File: config.mk
export PLATFORM = sky130hd
export DESIGN_NAME = wallace_mul_pp
export DESIGN_NICKNAME = d
export VERILOG_FILES = /design/src/rtl/wallace_pkg.sv /design/src/rtl/wallace_mul_fa.sv /design/src/rtl/wallace_mul_pp.sv
export SDC_FILE = /design/constraint.sdc
export NUM_CORES = 1
export LEC_CHECK = 0
export CAP_MARGIN = 20
export CORE_MARGIN = 2
export CORE_UTILIZATION = 61
export DETAILED_ROUTE_END_ITERATION = 12
export PLACE_DENSITY = 0.79
export SETUP_SLACK_MARGIN = 0.02
export SYNTH_ARGS = -nofsm -noshare
export SYNTH_HDL_FRONTEND = slang
export SYNTH_SLANG_ARGS = --single-unit
File: constraint.sdc
create_clock -name clk -period 8.2 [get_ports clk]
set_input_delay 1.64 -clock clk [delete_from_list [all_inputs] [get_ports clk]]
set_output_delay 1.64 -clock clk [all_outputs]
set_load 0.01 [all_outputs]
File: src/rtl/wallace_pkg.sv
// Shared widths, row type and pipeline latency for the Wallace-tree multiplier.
// WALLACE_MUL_INREG_EN selects the input-register stage and therefore the latency.
package wallace_pkg;

  localparam int IN_W    = 16;
  localparam int OUT_W   = 33;
  localparam int NUM_LVL = 6;

  localparam int LAT_INREG = 4;
  localparam int LAT_NOREG = 3;
`ifdef WALLACE_MUL_INREG_EN
  localparam int LATENCY = LAT_INREG;
`else
  localparam int LATENCY = LAT_NOREG;
`endif

  // Row count entering each reduction level, plus the final two rows.
  localparam int LVL_ROWS [NUM_LVL+1] = '{16, 11, 8, 6, 4, 3, 2};

  typedef logic [OUT_W-1:0] row_t;

endpackage

File: src/rtl/wallace_mul_fa.sv
// One-bit full adder cell; used as a half adder when c_i is tied low.
module wallace_fa (
  input  logic a_i,
  input  logic b_i,
  input  logic c_i,
  output logic s_o,
  output logic co_o
);

  assign s_o  = a_i ^ b_i ^ c_i;
  assign co_o = (a_i & b_i) | (a_i & c_i) | (b_i & c_i);

endmodule

File: src/rtl/wallace_mul_pp.sv
// Pipelined 16x16 unsigned Wallace-tree multiplier, 33-bit registered product.
// WALLACE_MUL_INREG_EN adds the operand register stage (latency 4, else 3).
module wallace_mul_pp
  import wallace_pkg::*;
(
  input  logic             clk,
  input  logic             rst,
  input  logic [IN_W-1:0]  a,
  input  logic [IN_W-1:0]  b,
  output logic [OUT_W-1:0] out
);

  // All reduction rows live in one flat node array; each level reads IN_OFF
  // and writes OUT_OFF. Level 3 reads the S1 register copy at offset 41.
  localparam int NODES  = 56;
  localparam int S1_ROWS = 6;
  localparam int S2_ROWS = 2;
  localparam int IN_OFF  [NUM_LVL] = '{0, 16, 27, 41, 47, 51};
  localparam int OUT_OFF [NUM_LVL] = '{16, 27, 35, 47, 51, 54};
  localparam int S1_D_OFF = 35;
  localparam int S1_Q_OFF = 41;
  localparam int S2_D_OFF = 54;

  logic [IN_W-1:0] a_op;
  logic [IN_W-1:0] b_op;
  row_t            node [NODES];
  row_t            s1_d [S1_ROWS];
  row_t            s1_q [S1_ROWS];
  row_t            s2_d [S2_ROWS];
  row_t            s2_q [S2_ROWS];
  row_t            out_d;
  row_t            out_q;

`ifdef WALLACE_MUL_INREG_EN
  logic [IN_W-1:0] a_q;
  logic [IN_W-1:0] b_q;

  // S0: operand capture
  always_ff @(posedge clk or posedge rst) begin
    if (rst) begin
      a_q <= '0;
      b_q <= '0;
    end else begin
      a_q <= a;
      b_q <= b;
    end
  end

  assign a_op = a_q;
  assign b_op = b_q;
`else
  assign a_op = a;
  assign b_op = b;
`endif

  genvar l, g, c, r;
  generate
    for (r = 0; r < IN_W; r++) begin : g_pp
      assign node[r] = {{(OUT_W-IN_W){1'b0}}, a_op & {IN_W{b_op[r]}}} << r;
    end

    for (r = 0; r < S1_ROWS; r++) begin : g_s1
      assign s1_d[r]            = node[S1_D_OFF + r];
      assign node[S1_Q_OFF + r] = s1_q[r];
    end

    for (r = 0; r < S2_ROWS; r++) begin : g_s2
      assign s2_d[r] = node[S2_D_OFF + r];
    end

    for (l = 0; l < NUM_LVL; l++) begin : g_lvl
      localparam int N   = LVL_ROWS[l];
      localparam int G   = N / 3;
      localparam int IO  = IN_OFF[l];
      localparam int OO  = OUT_OFF[l];

      for (g = 0; g < G; g++) begin : g_grp
        logic [OUT_W-1:0] sum_s;
        logic [OUT_W-1:0] cy_s;
        for (c = 0; c < OUT_W; c++) begin : g_col
          wallace_fa u_fa (
            .a_i  (node[IO + 3*g][c]),
            .b_i  (node[IO + 3*g + 1][c]),
            .c_i  (node[IO + 3*g + 2][c]),
            .s_o  (sum_s[c]),
            .co_o (cy_s[c])
          );
        end
        // Top carry is provably zero for 16x16 operands and drops off here.
        assign node[OO + 2*g]     = sum_s;
        assign node[OO + 2*g + 1] = OUT_W'({cy_s, 1'b0});
      end

      for (r = 3*G; r < N; r++) begin : g_pass
        assign node[OO + r - G] = node[IO + r];
      end
    end
  endgenerate

  assign out_d = s2_q[0] + s2_q[1];

  // S1/S2/S3: reduction snapshots and final product
  always_ff @(posedge clk or posedge rst) begin
    if (rst) begin
      for (int i = 0; i < S1_ROWS; i++) s1_q[i] <= '0;
      for (int i = 0; i < S2_ROWS; i++) s2_q[i] <= '0;
      out_q <= '0;
    end else begin
      s1_q  <= s1_d;
      s2_q  <= s2_d;
      out_q <= out_d;
    end
  end

  assign out = out_q;

endmodule

==> impl_summary.md <==
Run status
The flow ran to the end, and the final reports show no timing, DRC or antenna violations.

Global route
The met1 capacity usage during global routing is 37.9%. The global-route wire length before repair is 44300 microns. The aggregate global routing overflow is 0. The met3 track demand over resource in global routing is 4.07%. Entering global routing, the biggest net connects 130 pins. The number of global-route vias before repair came to between 8000 and 9000. The global routing's busiest layer is met2.

Global routing consumed, over all layers together, around a quarter of the routing resources. The initial antenna violation count is 0. The global-route met2 utilization is 39.9%.

CTS
The clock buffer count from CTS is 22. TritonCTS built the clock tree. The clock input transition at the sequential cells of the worst setup and hold paths is 60 ps. The CTS root buffer is sky130_fd_sc_hd__clkbuf_16. Counting every sink on the clock net gives 205.

The number of H-tree branching levels is 1. The insertion delay of the later-clocked pin in the worst-skew pair is 500 ps. Buffers added to address setup during post-CTS repair amount to 0.

The number of buffers inserted by hold repair at cts is 0. Counting along the longest clock path gives a buffer depth of 3. The number of gates resized after CTS is 0.

Timing
The setup TNS is 0 ps. Final hold analysis gives a worst-case slack of 346 ps. Setup repair after global routing left no endpoint under its margin. Timing would allow up to roughly 240 MHz. For the final database, setup skew stands at about 8.8 ps.

Counting I/O delays and the setup requirement, the final critical path takes 4180 ps. The count of endpoints failing hold in the final timing report is 0. The max-slew violation count is 0. The share of the clock period used by the worst path is 51.0%.

The slew at the pin closest to its max-slew limit is 954 ps. The worst pin sits at a relative slew slack of 36.4%. Setup violations remaining at the end of the flow were counted as 0.

Critical path
STA puts the critical path data arrival time at ~4600 ps. The endpoint class of the critical path is a flop. The reg-to-reg critical path startpoint is s2_q[15]. For the worst flop-to-flop path, the logic depth is 8. The worst flop-to-flop path endpoint is out[30]. The kind of start point of the critical path is an input pin. At the worst endpoint, the required time is 8570 ps.

The worst register-to-register path has a setup slack of 5430 ps. The setup path with the least slack is of type input pin to flop. The worst-path maximum fanout is 16.

Yosys
The number of nets produced by synthesis is 1429. The biggest area contributor in the post-synthesis netlist is sky130_fd_sc_hd__dfrtp_1. The number of synthesized flops with an enable pin is 0. In this run the cell area of the synthesized design comes to around 0.013 sq mm. For this run, asynchronously set or reset flops after synthesis account for 100%. Among all flip-flop cells after synthesis, the most frequent one is sky130_fd_sc_hd__dfrtp_1. Synthesis inferred 205 register bits. By area the synthesized netlist is led by sky130_fd_sc_hd__dfrtp_1 (39%), sky130_fd_sc_hd__fa_1 (30%), sky130_fd_sc_hd__and2_1 (8.2%). The count of yosys warnings during synthesis is 0. After synthesis, flip-flops and latches occupy between 30% and 40% of the total area. Dividing the synthesized area by the synthesized cell count gives 11.9 sq um.

The top-area cell type share of the netlist area is 38.5%. The number of different library cells used by synthesis comes to 43. After technology mapping, the gate count stands at between 1000 and 1500.

Place
The wire-length estimate of the detail-placed layout is 19100 microns. At the end of routability-driven placement, the weighted congestion stood at 0.885. In this run the cell area measured after placement is 0.0142 sq mm. The number of input and output port buffers inserted is 66.

Finish
In the final layout, the multi-input gates occupy 0.00728 sq mm. The fraction of layout instances using a drive strength above 1 is between 2 and 3%. The utilization of the core after routing is 68.8%.

With fillers left out, the area of the finished cells amounts to 0.0149 sq mm. Compared with the post-synthesis result, the final layout area differs by 11.7%. The register area is 0.00513 sq mm.

The final-layout fill cell count is between 1500 and 2000. 0 antenna diodes ended up in the layout. The net count reported at finish is 1482.

Routing
The count of unresolved DRC violations after routing is 0. The first routing iteration left 495 violations. Using the TritonRoute via totals, the vias-per-cell ratio works out to 5.36.

The count of vias placed by the detailed router is slightly below 8000. The final wirelength is 26500 microns. The detailed-router iteration count before antenna repair is 5.

The count of nets left with antenna violations once routing finished came out at 0. The per-cell routed wire length is 18.2 microns.

Pwr
For this design the static power due to leakage is 7.55 nW. The power per cell area is about 300 mW/mm^2. Power comes to 4.39 mW. The peak supply drop is 142 uV.

Hold path
The hold-critical path depth is 0. The worst hold path terminates at out[5]. The class of the tightest hold or removal check is flop to flop.

The worst hold path startpoint is s2_q[38].

Die
The die covers 0.0230 sq mm. The region available for standard cell placement spans around 0.022 sq mm. The die is between 150 and 200 microns tall.

After floorplanning, the core was divided into 54 placement rows. The die extent in x is 152 microns. The number of top-level pins is 67. Once the floorplan was initialized, standard cells occupied 61.6% of the core.

Run
The tool flagged a number of max-cap violations equal to 0.
routing by layer:
metal / vias to the layer above / wire length (microns)
li1: 3453 / -
met1: 4094 / 11800
met2: 256 / 12600
met3: 30 / 1730
met4: 0 / 370
met5: - / 0
final cells by class:
class / count / share of cell area [%]
Timing Repair Buffer: 67 / 4.49
Clock inverter: 6 / 0.227
Tap cell: 280 / 2.36
Inverter: 202 / 5.15
Multi-Input combinational cell: 672 / 49.0
Clock buffer: 29 / 4.29
Sequential cell: 205 / 34.5
how the worst max path moves through the flow:
stage | startpoint | cells past startpoint | to | slack [ps]
2_1_floorplan | rst | 1 | node[312] | 960
3_3_place_gp | a[6] | 7 | node[411] | 3660
3_5_place_dp | a[6] | 7 | node[411] | 3600
4_1_cts | a[6] | 7 | node[411] | 4070
5_1_grt | a[6] | 7 | node[411] | 3960
6_report | a[6] | 7 | node[411] | 4020
through the flow:
stage | worst slack, ps | std cells
floorplan | 964 | 1117
global placement | 3660 | 1426
detailed placement | 3600 | 1426
CTS | 4070 | 1461
global route | 3960 | 1461
finish | 4020 | 1461
logic make-up (layout without fill, tap and decap cells):
group / after synthesis / in the layout / share of synthesized area (%)
AO/OA/AOI/OAI: 68 / 68 / 3.42
XOR/XNOR: 20 / 20 / 1.32
adder cells (fa/ha/maj): 278 / 278 / 37.5
buffers and inverters: 240 / 304 / 6.77
flip-flops: 205 / 205 / 38.5
multiplexers: 1 / 1 / 0.0752
AND/OR/NAND/NOR: 305 / 305 / 12.4
cell usage in the layout, fill, tap and decap left out, types with 2 or more instances in the layout:
master	n
sky130_fd_sc_hd__nand3_1	5
sky130_fd_sc_hd__a41oi_1	2
sky130_fd_sc_hd__clkbuf_1	2
sky130_fd_sc_hd__a311oi_1	3
sky130_fd_sc_hd__and3_1	3
sky130_fd_sc_hd__nor2_1	9
sky130_fd_sc_hd__o2bb2ai_1	2
sky130_fd_sc_hd__nand2b_1	4
sky130_fd_sc_hd__a21oi_1	21
sky130_fd_sc_hd__a31oi_1	2
sky130_fd_sc_hd__o21ai_1	3
sky130_fd_sc_hd__clkinv_2	5
sky130_fd_sc_hd__o21a_1	3
sky130_fd_sc_hd__xnor2_1	15
sky130_fd_sc_hd__fa_1	201
sky130_fd_sc_hd__nor3_1	3
sky130_fd_sc_hd__clkbuf_8	4
sky130_fd_sc_hd__nor2b_1	4
sky130_fd_sc_hd__inv_1	201
sky130_fd_sc_hd__nand2_1	92
sky130_fd_sc_hd__dfrtp_1	205
sky130_fd_sc_hd__o21ai_0	5
sky130_fd_sc_hd__a211oi_1	3
sky130_fd_sc_hd__and2_1	175
sky130_fd_sc_hd__a21o_1	13
sky130_fd_sc_hd__ha_1	77
sky130_fd_sc_hd__clkdlybuf4s50_1	66
sky130_fd_sc_hd__clkbuf_16	23
sky130_fd_sc_hd__and4_1	2
sky130_fd_sc_hd__xor2_1	5
sky130_fd_sc_hd__nand4_1	3
sky130_fd_sc_hd__a21boi_1	2
cell usage after synthesis (5+ instances only):
master,count
sky130_fd_sc_hd__dfrtp_1,205
sky130_fd_sc_hd__inv_1,202
sky130_fd_sc_hd__fa_1,201
sky130_fd_sc_hd__and2_1,175
sky130_fd_sc_hd__nand2_1,92
sky130_fd_sc_hd__ha_1,77
sky130_fd_sc_hd__clkbuf_1,38
sky130_fd_sc_hd__a21oi_1,21
sky130_fd_sc_hd__xnor2_1,15
sky130_fd_sc_hd__a21o_1,13
sky130_fd_sc_hd__nor2_1,9
sky130_fd_sc_hd__nand3_1,5
sky130_fd_sc_hd__o21ai_0,5
sky130_fd_sc_hd__xor2_1,5
flip-flops by register name, indices dropped and copies added (netlist names):
| register | cells |
|---|---|
| s2_q | 56 |
| out | 33 |
| node | 116 |
critical path, cell delays in order:
cell                              delay [ps]
sky130_fd_sc_hd__clkdlybuf4s50_1         820
sky130_fd_sc_hd__and2_1                  410
sky130_fd_sc_hd__fa_1                    550
sky130_fd_sc_hd__inv_1                    60
sky130_fd_sc_hd__fa_1                    550
sky130_fd_sc_hd__inv_1                    70
sky130_fd_sc_hd__fa_1                    450
where the power goes:
part	internal (mW)	total, mW	switching (mW)
registers	1.36	1.49	0.125
clock network	0.542	0.923	0.381
logic	0.883	1.98	1.10
total	2.79	4.39	1.61
Note: power is estimated with default switching activity, not from simulation.
